[src/rtl/fp_addsub_sequencer.sv]
// ---------------------------------------------------------------------------
// fp_addsub_sequencer
//
// Initiator-side front end for the single-precision add/sub core. Operand
// pairs arrive on a valid/ready handshake and are registered onto the core
// inputs. A shift register follows each operation through the core's fixed
// latency. When an operation leaves the final stage, the core result is
// written into a small show-ahead FIFO together with the operation's tag and
// op bit. Admission is credit based: an operation is only accepted when it
// is guaranteed a FIFO slot. This means the core never has to stall and the
// FIFO can never overflow. No arithmetic is done here; all values pass
// through bit-exact.
//
// Ports
//   clk          : single clock, rising edge
//   reset        : asynchronous, active-high; clears every register
//   in_valid     : operand pair present
//   in_ready     : sequencer can accept (credit available, not in reset)
//   in_a, in_b   : operands
//   in_op        : 0 = add, 1 = subtract (a - b)
//   in_tag       : user tag carried with the operation
//   core_a/b     : registered operands to the core
//   core_op      : registered operation_select to the core
//   core_result  : core output, sampled CORE_LATENCY edges after operand load
//   out_valid    : head-of-FIFO entry present
//   out_ready    : consumer accepts the head entry
//   out_result   : head-of-FIFO result
//   out_tag      : head-of-FIFO tag
//   out_op       : head-of-FIFO op
//   occupancy    : operations in flight plus entries in the FIFO
// ---------------------------------------------------------------------------
module fp_addsub_sequencer #(
    parameter int WIDTH        = 32,
    parameter int CORE_LATENCY = 2,
    parameter int FIFO_DEPTH   = 4,
    parameter int TAG_BITS     = 4,
    localparam int OCC_W       = $clog2(FIFO_DEPTH + 1),
    localparam int PTR_W       = $clog2(FIFO_DEPTH)
) (
    input  logic                clk,
    input  logic                reset,

    input  logic                in_valid,
    output logic                in_ready,
    input  logic [WIDTH-1:0]    in_a,
    input  logic [WIDTH-1:0]    in_b,
    input  logic                in_op,
    input  logic [TAG_BITS-1:0] in_tag,

    output logic [WIDTH-1:0]    core_a,
    output logic [WIDTH-1:0]    core_b,
    output logic                core_op,
    input  logic [WIDTH-1:0]    core_result,

    output logic                out_valid,
    input  logic                out_ready,
    output logic [WIDTH-1:0]    out_result,
    output logic [TAG_BITS-1:0] out_tag,
    output logic                out_op,

    output logic [OCC_W-1:0]    occupancy
);

    // The sum is kept wide enough to hold every pipeline stage plus a full
    // FIFO. The credit rule keeps the real value at or below FIFO_DEPTH.
    localparam int SUM_W = $clog2(CORE_LATENCY + FIFO_DEPTH + 1);

    logic                    accept;
    logic                    pop;
    logic                    capture;

    logic [CORE_LATENCY-1:0] pipe_valid;
    logic [TAG_BITS-1:0]     pipe_tag [CORE_LATENCY];
    logic [CORE_LATENCY-1:0] pipe_op;

    logic [WIDTH-1:0]        mem_result [FIFO_DEPTH];
    logic [TAG_BITS-1:0]     mem_tag    [FIFO_DEPTH];
    logic [FIFO_DEPTH-1:0]   mem_op;
    logic [PTR_W-1:0]        wr_ptr;
    logic [PTR_W-1:0]        rd_ptr;
    logic [OCC_W-1:0]        count;

    logic [SUM_W-1:0]        inflight;
    logic [SUM_W-1:0]        occ_sum;

    // ------------------------------------------------------------------
    // Credit accounting and handshakes
    // ------------------------------------------------------------------
    always_comb begin
        inflight = '0;
        for (int i = 0; i < CORE_LATENCY; i++) begin
            inflight = inflight + SUM_W'(pipe_valid[i]);
        end
    end

    assign occ_sum   = SUM_W'(count) + inflight;
    assign occupancy = occ_sum[OCC_W-1:0];

    // in_ready does not look at out_ready. A pop in this cycle therefore
    // returns its credit only on the following cycle. This keeps the
    // input and output handshakes free of a combinational path between them.
    assign in_ready  = !reset && (occ_sum < SUM_W'(FIFO_DEPTH));
    assign accept    = in_valid && in_ready;

    assign out_valid = (count != '0);
    assign pop       = out_valid && out_ready;

    assign capture   = pipe_valid[CORE_LATENCY-1];

    // ------------------------------------------------------------------
    // Operand registers driving the core
    // ------------------------------------------------------------------
    always_ff @(posedge clk or posedge reset) begin
        if (reset) begin
            core_a  <= '0;
            core_b  <= '0;
            core_op <= 1'b0;
        end else if (accept) begin
            core_a  <= in_a;
            core_b  <= in_b;
            core_op <= in_op;
        end
    end

    // ------------------------------------------------------------------
    // In-flight tracker: stage 0 loads on every edge. The stage's valid bit
    // follows accept, so a bubble is recorded when nothing is accepted.
    // ------------------------------------------------------------------
    always_ff @(posedge clk or posedge reset) begin
        if (reset) begin
            pipe_valid <= '0;
            pipe_op    <= '0;
            for (int i = 0; i < CORE_LATENCY; i++) begin
                pipe_tag[i] <= '0;
            end
        end else begin
            pipe_valid[0] <= accept;
            pipe_op[0]    <= in_op;
            pipe_tag[0]   <= in_tag;
            for (int i = 1; i < CORE_LATENCY; i++) begin
                pipe_valid[i] <= pipe_valid[i-1];
                pipe_op[i]    <= pipe_op[i-1];
                pipe_tag[i]   <= pipe_tag[i-1];
            end
        end
    end

    // ------------------------------------------------------------------
    // Result FIFO storage. The FIFO is cleared on reset, so the show-ahead
    // outputs read zero while the FIFO is empty after reset.
    // ------------------------------------------------------------------
    always_ff @(posedge clk or posedge reset) begin
        if (reset) begin
            mem_op <= '0;
            for (int i = 0; i < FIFO_DEPTH; i++) begin
                mem_result[i] <= '0;
                mem_tag[i]    <= '0;
            end
        end else if (capture) begin
            mem_result[wr_ptr] <= core_result;
            mem_tag[wr_ptr]    <= pipe_tag[CORE_LATENCY-1];
            mem_op[wr_ptr]     <= pipe_op[CORE_LATENCY-1];
        end
    end

    // Pointers wrap naturally because FIFO_DEPTH is a power of two.
    always_ff @(posedge clk or posedge reset) begin
        if (reset) begin
            wr_ptr <= '0;
            rd_ptr <= '0;
            count  <= '0;
        end else begin
            if (capture) begin
                wr_ptr <= wr_ptr + PTR_W'(1);
            end
            if (pop) begin
                rd_ptr <= rd_ptr + PTR_W'(1);
            end
            case ({capture, pop})
                2'b10:   count <= count + OCC_W'(1);
                2'b01:   count <= count - OCC_W'(1);
                default: count <= count;
            endcase
        end
    end

    assign out_result = mem_result[rd_ptr];
    assign out_tag    = mem_tag[rd_ptr];
    assign out_op     = mem_op[rd_ptr];

endmodule

[config.mk]
export PLATFORM = sky130hd
export DESIGN_NAME = fp_addsub_sequencer
export DESIGN_NICKNAME = d
export VERILOG_FILES = /design/src/rtl/fp_addsub_sequencer.sv
export SDC_FILE = /design/constraint.sdc
export NUM_CORES = 1
export LEC_CHECK = 0
export BUFFER_PORTS_ARGS = -buffer_cell sky130_fd_sc_hd__buf_2
export CAP_MARGIN = 20
export CORE_MARGIN = 5
export CORE_UTILIZATION = 48
export CTS_CLUSTER_DIAMETER = 200
export DETAILED_ROUTE_END_ITERATION = 7
export PLACE_DENSITY = 0.71
export SKIP_LAST_GASP = 1
export SYNTH_ARGS = -nofsm -noshare
export SYNTH_HDL_FRONTEND = slang
export SYNTH_SLANG_ARGS = --single-unit
[constraint.sdc]
create_clock -name clk -period 11.95 [get_ports clk]
set_clock_uncertainty 0.05 [all_clocks]
set_input_delay 2.39 -clock clk [delete_from_list [all_inputs] [get_ports clk]]
set_output_delay 2.39 -clock clk [all_outputs]
set_load 0.03 [all_outputs]
Word level (Yosys, flattened, before mapping) --
Index checks and enable logic that the tools add are counted.
Word-level totals: ROM bits 0, bits in writable memories 0, register bits 232, bits in latches 0, input bits 105, memories 0, word-level logic and storage cells 62
Operators by class: shifts and indexed selects 0, muxes and demuxes 18, multipliers 0, reduce and logical (&&, ||, !) cells 8, $add $sub $neg 6, bitwise gates (word level) 2, divide/modulo/power cells 0, $lt $le $gt $ge 7, equality and inequality tests 2
Operators with widths (count):
- $bwmux W128 | 1
- $mux W32 | 3
- $bmux W32 S2 | 1
- $demux W32 S2 | 1
- $bwmux W16 | 1
- $mux W4 | 3
- $bmux W4 S2 | 1
- $demux W4 S2 | 1
- $ge A3 B3 Y1 const B | 2
- $lt A2 B3 Y1 const B | 2
- $not A2 Y3 | 2
- $pmux W3 S2 | 1
- $logic_and A1 B1 Y1 | 5
- $add A2 B1 Y2 const B | 2
- $bwmux W4 | 1
- $add A3 B1 Y3 const B | 1
- $add A3 B2 Y3 | 1
- $lt A3 B1 Y1 const B | 1
- $lt A3 B3 Y1 const B | 1
- $reduce_bool A3 Y1 | 1
- $sub A3 B1 Y3 const B | 1
- $add A1 B1 Y2 | 1
- $bmux W1 S2 | 1
- $demux W1 S2 | 1
- 6 further kinds | 7

Depth between registers and ports, before layout --
Gate-level depths: netlist of run 1.
depth after elaboration 6, mapped depth 10, gate-level depth less buffers 8

Worst setup path after synthesis of run 1 --
OpenSTA, ideal clock, no wires.
path type in2out, start point input port reset, end point output port in_ready, path slack 6.707 ns, stages on the path 1, data arrival time 2.803 ns, buffers on the path 0, cells stage by stage nor2_1
Between the ends: cells in the longest elaborated chain, start to end 2
Ends and longest elaborated chain:
- start, declared | line 41 | input logic reset,
- $logic_not A1 Y1 (no line)
- $logic_and A1 B1 Y1 | line 102 | assign in_ready = !reset && (occ_sum < SUM_W'(FIFO_DEPTH));
- end, declared | line 44 | output logic in_ready,
No other way between the ends.

Final worst setup path of run 1 --
Same ends and word-level chain as after synthesis.

==> key figures, run 1 <==
Outcome
  – Status: finished, final reports clean

Die
  – Die Height: approximately 150 µm
  – Die width: approximately 150 µm
  – Die ar.: approximately 23000 µm²
  – Row cnt: 52
  – Core Box Area: roughly 20000 µm²
  – Io pins: 212
  – Starting Density: 48.32%

Logic synthesis
  – EDFF count, synth: 0
  – Yosys warnings: 0
  – Post-synthesis sequential area ratio: ~60%
  – Syn avg cell area: 17.67 µm²
  – Netlist cell types: 23
  – Syn Nets: around 660
  – Mapped Cells: around 550
  – Synthesized area: ~9700 µm²
  – Cell accounting for the most synthesized area: dfrtp_1
  – Number of synthesized register bits: between 200 and 250
  – Synth area leaders: dfrtp_1 60%, mux2_2 20%, mux4_2 8.6%
  – Asr flop ratio synth: 100.0%
  – Ys flop type: dfrtp_1
  – Post-synth top area share: 59.96%

Power and ir drop
  – Total power: about 0.0038 W
  – Lkg Pwr: 5.463 nW
  – Maximum vdd drop: between 0.00015 and 0.0002 V
  – Cell Pwr Density: about 320 nW/µm²

STA
  – RSZ-0062 raised after global routing: no
  – Final setup viols: 0
  – Setup TNS: 0 ns
  – Final period utilization: around 44%
  – Worst-margin pin slew: 1.107 ns
  – Final Hold Fails: 0
  – Max-slew violations: 0
  – Fin Hold WS: 0.2971 ns
  – Slew HR: a little over a quarter
  – Tmin final: between 5 and 6 ns
  – FMAX: approximately 190 MHz

Clocking
  – Cts repair resizes: 0
  – CTS tree: built
  – CTS Buf Count: 24
  – Clk_lat worst skew: 0.50 ns
  – Hold_buf cts: 0
  – H-tree depth: 1
  – Clk pin slew, worst setup/hold paths: roughly 0.060 ns
  – Clk sinks: between 200 and 250
  – Deepest clock path buffer count: 3
  – Post-CTS Setup Bufs: 0
  – CTS Root Cell: clkbuf_16

Setup path
  – Worst R2R Setup Slack: between 8 and 9 ns
  – Worst R2R Start: pipe_valid[1]$_DFF_PP0_
  – Kind of critical path: input port to output port
  – Critical Path Start Type: input port
  – Arr. time, crit path: 2.85 ns
  – Worst Reg2Reg Path Length in Cells: 8
  – CP Data Required Time: between 9 and 10 ns
  – Critical path endpoint category: output port
  – Reg2reg end: core_a[26]$_DFFE_PP0P_
  – Max FO, Critical Path: 3

Global routing
  – Total Routing Usage GR: 18.05%
  – Grt ovf: 0
  – First-pass GRT wire length: 34240 µm
  – Largest net degree at the start of global routing: approximately 150
  – Initial antenna violation count: 0
  – Vias in the first global route: about 6500

Detailed routing
  – Post-route antenna net violation count: 0
  – DR vias/cell: between 5 and 6
  – Initial DRC Count: 210
  – Drt pass-1 iters: 4
  – Drt total wl: 20740 µm
  – DR DRC count: 0
  – WL/cell: around 20 µm
  – Vias after detailed routing: approximately 5500

Final layout
  – Multi-input gate area: approximately 3600 µm²
  – P&R area growth vs syn: 22.35%
  – Fillers: ~1600
  – Share of cells above drive strength 1: around 66%
  – Nets@finish: between 800 and 900
  – FF+latch area: between 5000 and 6000 µm²
  – Fin util: between 50% and 60%
  – N_diodes: 0

Placement
  – GPL Wtd Cong: about 0.79
  – Port Buffers: around 210
  – Dpl hpwl: about 14000 µm

Job
  – Max-cap violation count: 0

Hold path
  – Hold Crit Class: flop to flop
  – Hold Crit Depth: 0
  – Hold Path Origin: pipe_tag[6]$_DFF_PP0_
  – Hold Path Sink: pipe_tag[2]$_DFF_PP0_
synth_stat cells (2+ instances only):
cell type	n
clkbuf_1	2
nand2_1	5
buf_12	4
nor2_1	2
xor2_1	4
mux2_4	39
xnor2_1	2
fa_1	2
ha_1	6
mux2_2	174
mux4_2	37
inv_1	10
buf_2	20
dfrtp_1	232
metrics by stage:
stage / instance area [µm²] / worst slack [ns] / cells
2_1_floorplan: 9683 / 3.149 / 548
6_report: 11850 / 6.657 / 1053
3_5_place_dp: 11000 / 6.655 / 1008
3_3_place_gp: 10930 / 6.661 / 1005
5_1_grt: 11850 / 6.629 / 1053
4_1_cts: 11790 / 6.655 / 1051
placed cells by master (no fill, tap or decap):
cell type | Yosys | final
buf_16 | 0 | 4
nor2_1 | 2 | 2
or3_1 | 1 | 1
mux2i_1 | 1 | 1
inv_6 | 0 | 1
clkinvlp_4 | 0 | 1
xor2_2 | 1 | 1
nand2_2 | 0 | 4
and2_1 | 1 | 1
bufinv_16 | 0 | 1
buf_12 | 4 | 1
nand2_1 | 5 | 1
clkbuf_1 | 2 | 7
clkinv_2 | 0 | 2
buf_2 | 20 | 211
mux2_2 | 174 | 174
fa_1 | 2 | 2
mux4_2 | 37 | 37
nand3_1 | 1 | 1
inv_1 | 10 | 9
o21ai_0 | 1 | 1
inv_8 | 0 | 1
clkbuf_8 | 0 | 6
ha_1 | 6 | 6
xor2_1 | 4 | 4
buf_4 | 1 | 4
dfrtp_1 | 232 | 230
dfrtp_2 | 0 | 2
clkbuf_16 | 0 | 25
mux2_4 | 39 | 39
nor3b_4 | 0 | 1
xnor2_1 | 2 | 2
metal layers:
layer / GRT usage (%) / part of all wire (%) / vias up / wire, µm
met5: 0 / 0 / - / 0
met4: 3.981 / 1.6 / 0 / 331
met3: 5.233 / 7.8 / 32 / 1623
met2: 31.37 / 51 / 188 / 10500
li1: - / - / 2426 / -
met1: 22.62 / 40 / 2823 / 8283
kinds of logic after synthesis:
logic type      share of synthesized area (%)
fa+ha+maj                               1.189
xor+xnor                               0.7107
flops                                   59.96
simple gates                           0.5815
compound gates                        0.05164
mux                                     34.99
buf+inv                                 2.520
flip-flops by register name, indices dropped and copies added (netlist names), 3 cells and up:
name / flops
core_a: 32
core_b: 32
count: 3
mem_op: 4
mem_result: 128
mem_tag: 16
pipe_tag: 8
critical path: stages:
cell	delay, ns
buf_2	0.15
nor2_1	0.11
buf_2	0.20
layout make-up:
type | count | area share (%)
flip-flops and latches | 232 | 49.02
clock buffers | 38 | 6.199
multi-input cells | 278 | 30.81
clock inverters | 5 | 0.4752
repair buffers | 220 | 10.27
inverters | 10 | 0.3802
well taps | 270 | 2.851
worst max path at each step:
stage	depth (start not counted)	startpoint	endpoint
final	3	reset	in_ready
after global routing	3	reset	in_ready
after CTS	3	reset	in_ready
after detailed placement	3	reset	in_ready
after global placement	3	reset	in_ready
after floorplan	1	reset	core_a[0]$_DFFE_PP0P_
where the power goes:
part           switching, W  internal [W]  total, W
clock              0.000293      0.000442  0.000735
combinational      0.000917      0.000763   0.00168
sequential         0.000231       0.00117   0.00140
(Power assumes the default switching activity.)
==> inputs of run 2 (changes only) <==
PLACE_DENSITY = 0.74   (was 0.71)
clock period = 4.75 ns   (was 11.95 ns; I/O delays follow)
==> run 2 against run 1 <==
Effect of this change: final cell count rose by 0.38%; non-clock buffer count rose by 1; clock power rose to 2.6 times the previous value; setup slack got worse by 5.3 ns; routed wire length fell by 1.3%; flip-flop and latch count did not move; sequential power rose to 2.6 times the previous value; sequential share of layout area fell by 0.098 points; clock-buffer cell count fell by 1; total power rose to 2.5 times the previous value.
==> key figures, run 2 (synthesis results as in run 1) <==
Setup path
  – Worst Reg2Reg Path Length in Cells: 8 (unchanged)
  – Critical path endpoint category: output port
  – Worst R2R Start: pipe_valid[1]$_DFF_PP0_
  – Kind of critical path: flop to output port
  – Slowest CP cell: dfrtp_2
  – Worst-path cell chain: buf_4, mux4_2, buf_2
  – Crit path capture: out_result[20]
  – Reg2reg end: core_a[28]$_DFFE_PP0P_
  – Max FO, Critical Path: 16 (+13)
  – CP Data Required Time: 3.75 ns (-5.76 ns)
  – Arr. time, crit path: 2.37 ns (-0.48 ns)
  – Worst R2R Setup Slack: 1.68 ns (-7.21 ns)
  – Critical Path Source: rd_ptr[0]$_DFFE_PP0N_
  – Critical Path Start Type: flop
  – Biggest cell delay along the critical path: 0.67 ns (+0.47 ns)

Global routing
  – First-pass GRT wire length: 33880 µm (-1.1%)
  – Initial antenna violation count: 0 (unchanged)
  – Grt ovf: 0 (unchanged)
  – Total Routing Usage GR: 17.76% (-0.29 points)
  – Largest net degree at the start of global routing: 78 (-49%)
  – Vias in the first global route: 6360 (-1.5%)

Final layout
  – Commonest non-fill, non-tap cell in the layout: dfrtp_1
  – N_diodes: 0 (unchanged)
  – Final non-filler cell total: 1057 (+0.38%)
  – Nets@finish: 882 (+0.34%)
  – P&R area growth vs syn: 22.60%
  – Fillers: 1547 (-3.0%)
  – Most flop-heavy register: mem_result
  – Share of cells above drive strength 1: 66.45% (+0.68 points)
  – Fin area: 11870 µm² (+0.20%)
  – Commonest non-fill, non-tap cells in the layout: 230 x dfrtp_1, 211 x buf_2, 174 x mux2_2, 39 x mux2_4, 37 x mux4_2
  – Max FFs per register: 128 (unchanged)
  – Biggest regs: mem_result (128), core_a (32), core_b (32)

Die
  – Starting Density: 48.32% (unchanged)
  – Io pins: 212 (unchanged)
  – Core Box Area: 20040 µm² (unchanged)
  – Die width: 152.0 µm (unchanged)
  – Die Height: 152.0 µm (unchanged)
  – Row cnt: 52 (unchanged)
  – Die ar.: 23110 µm² (unchanged)

STA
  – Max-slew violations: 0 (unchanged)
  – Final period utilization: 71.00%
  – Worst-margin pin slew: 1.096 ns (-0.01088 ns)
  – Final Hold Fails: 0 (unchanged)
  – FMAX: 296.5 MHz
  – Slew HR: 26.94% (+0.73 points)
  – Tmin final: between 3 and 4 ns
  – RSZ-0062 raised after global routing: no
  – Final setup viols: 0 (unchanged)
  – Setup TNS: 0 ns (unchanged)

Clocking
  – CTS Buf Count: 26 (+8.3%)
  – Deepest clock path buffer count: 3 (unchanged)
  – CTS tree: built
  – Post-CTS Setup Bufs: 0 (unchanged)
  – Clk_lat worst skew: 0.50 ns (about the same)
  – H-tree depth: 1 (unchanged)
  – Clk sinks: 232 (unchanged)
  – CTS Root Cell: clkbuf_16
  – Cts repair resizes: 0 (unchanged)
  – Hold_buf cts: 0 (unchanged)
  – Clk pin slew, worst setup/hold paths: 0.06 ns (about the same)

Power and ir drop
  – Lkg Pwr: 5.491 nW (+0.51%)
  – Cell Pwr Density: 813.3 nW/µm² (+150%)
  – Switching share of power: 37.73% (about the same)
  – Clock power share: 19.5% (+0.2 points)
  – Logic gate share of total power: 43.5% (-0.5 points)
  – Internal: 0.006012 W (+150%)
  – Reg power frac: 37.1% (+0.4 points)
  – Maximum vdd drop: 0.0004221 V (+120%)
  – Sw power: 0.003643 W (+150%)

Job
  – Max-cap violation count: 0 (unchanged)

Placement
  – Placed Cells: 1010 (+0.20%)
  – Placed Area: 11020 µm² (+0.19%)
  – GPL Wtd Cong: 0.8031 (+1.9%)
  – Dpl hpwl: 14070 µm (+1.3%)
  – Port Buffers: 211 (unchanged)

Detailed routing
  – Drt total wl: 20470 µm (-1.3%)
  – WL/cell: 19.37 µm (-1.7%)
  – Vias after detailed routing: 5461 (-0.15%)
  – Post-route antenna net violation count: 0 (unchanged)
  – DR DRC count: 0 (unchanged)
  – DR vias/cell: 5.167 (-0.52%)
  – Drt pass-1 iters: 4 (unchanged)
  – Initial DRC Count: 137 (-35%)

Outcome
  – Status: finished, final reports clean

Hold path
  – Hold Crit Class: flop to flop
  – Hold Path Origin: pipe_tag[4]$_DFF_PP0_
## run 2: worst min-delay path by stage
stage / end / slack [ns] / depth (start not counted)
global placement: pipe_tag[1]$_DFF_PP0_ / 0.29 / 0
global route: pipe_tag[0]$_DFF_PP0_ / 0.30 / 0
detailed placement: pipe_tag[0]$_DFF_PP0_ / 0.28 / 0
floorplan: pipe_op[1]$_DFF_PP0_ / 0.28 / 0
CTS: pipe_tag[0]$_DFF_PP0_ / 0.30 / 0
finish: pipe_tag[0]$_DFF_PP0_ / 0.30 / 0
## run 2: per-stage QoR
stage	hold slack, ns	util (%)	setup slack [ns]	power (W)
2_1_floorplan	0.2812	-	0.7141	0.006665
3_3_place_gp	0.2871	54.71	1.811	0.007660
3_5_place_dp	0.2847	55.01	1.702	0.007861
4_1_cts	0.2973	59.14	1.259	0.009785
5_1_grt	0.3002	59.24	1.207	0.01019
6_report	0.2966	59.24	1.378	0.009655
## run 2: cell type report
type | instances | area (µm²) | share of cell area (%)
inverters | 10 | 41.29 | 0.3478
well taps | 270 | 337.8 | 2.846
flip-flops and latches | 232 | 5808 | 48.92
clock inverters | 9 | 45.04 | 0.3794
repair buffers | 221 | 1206 | 10.16
multi-input cells | 278 | 3650 | 30.74
clock buffers | 37 | 783.3 | 6.598
## run 2: power groups by stage
stage	sequential (W)	combinational [W]	clock, W
after detailed placement	0.00360	0.00426	0
after global placement	0.00352	0.00414	0
final	0.00358	0.00420	0.00188
after global routing	0.00371	0.00446	0.00202
after CTS	0.00359	0.00426	0.00194
after floorplan	0.00390	0.00277	0
## run 2: critical path: cells and delay by family (launching register included)
family / cells / cell delay, ns
flops: 1 / 0.67
buf+inv: 2 / 0.61
mux: 1 / 0.57
## run 2: routing by layer
layer	up-vias	part of all wire [%]	track usage, %
met5	-	0	0
met1	2821	41	22.74
met2	180	50	30.57
li1	2440	-	-
met4	0	1.5	3.853
met3	20	7.1	4.835
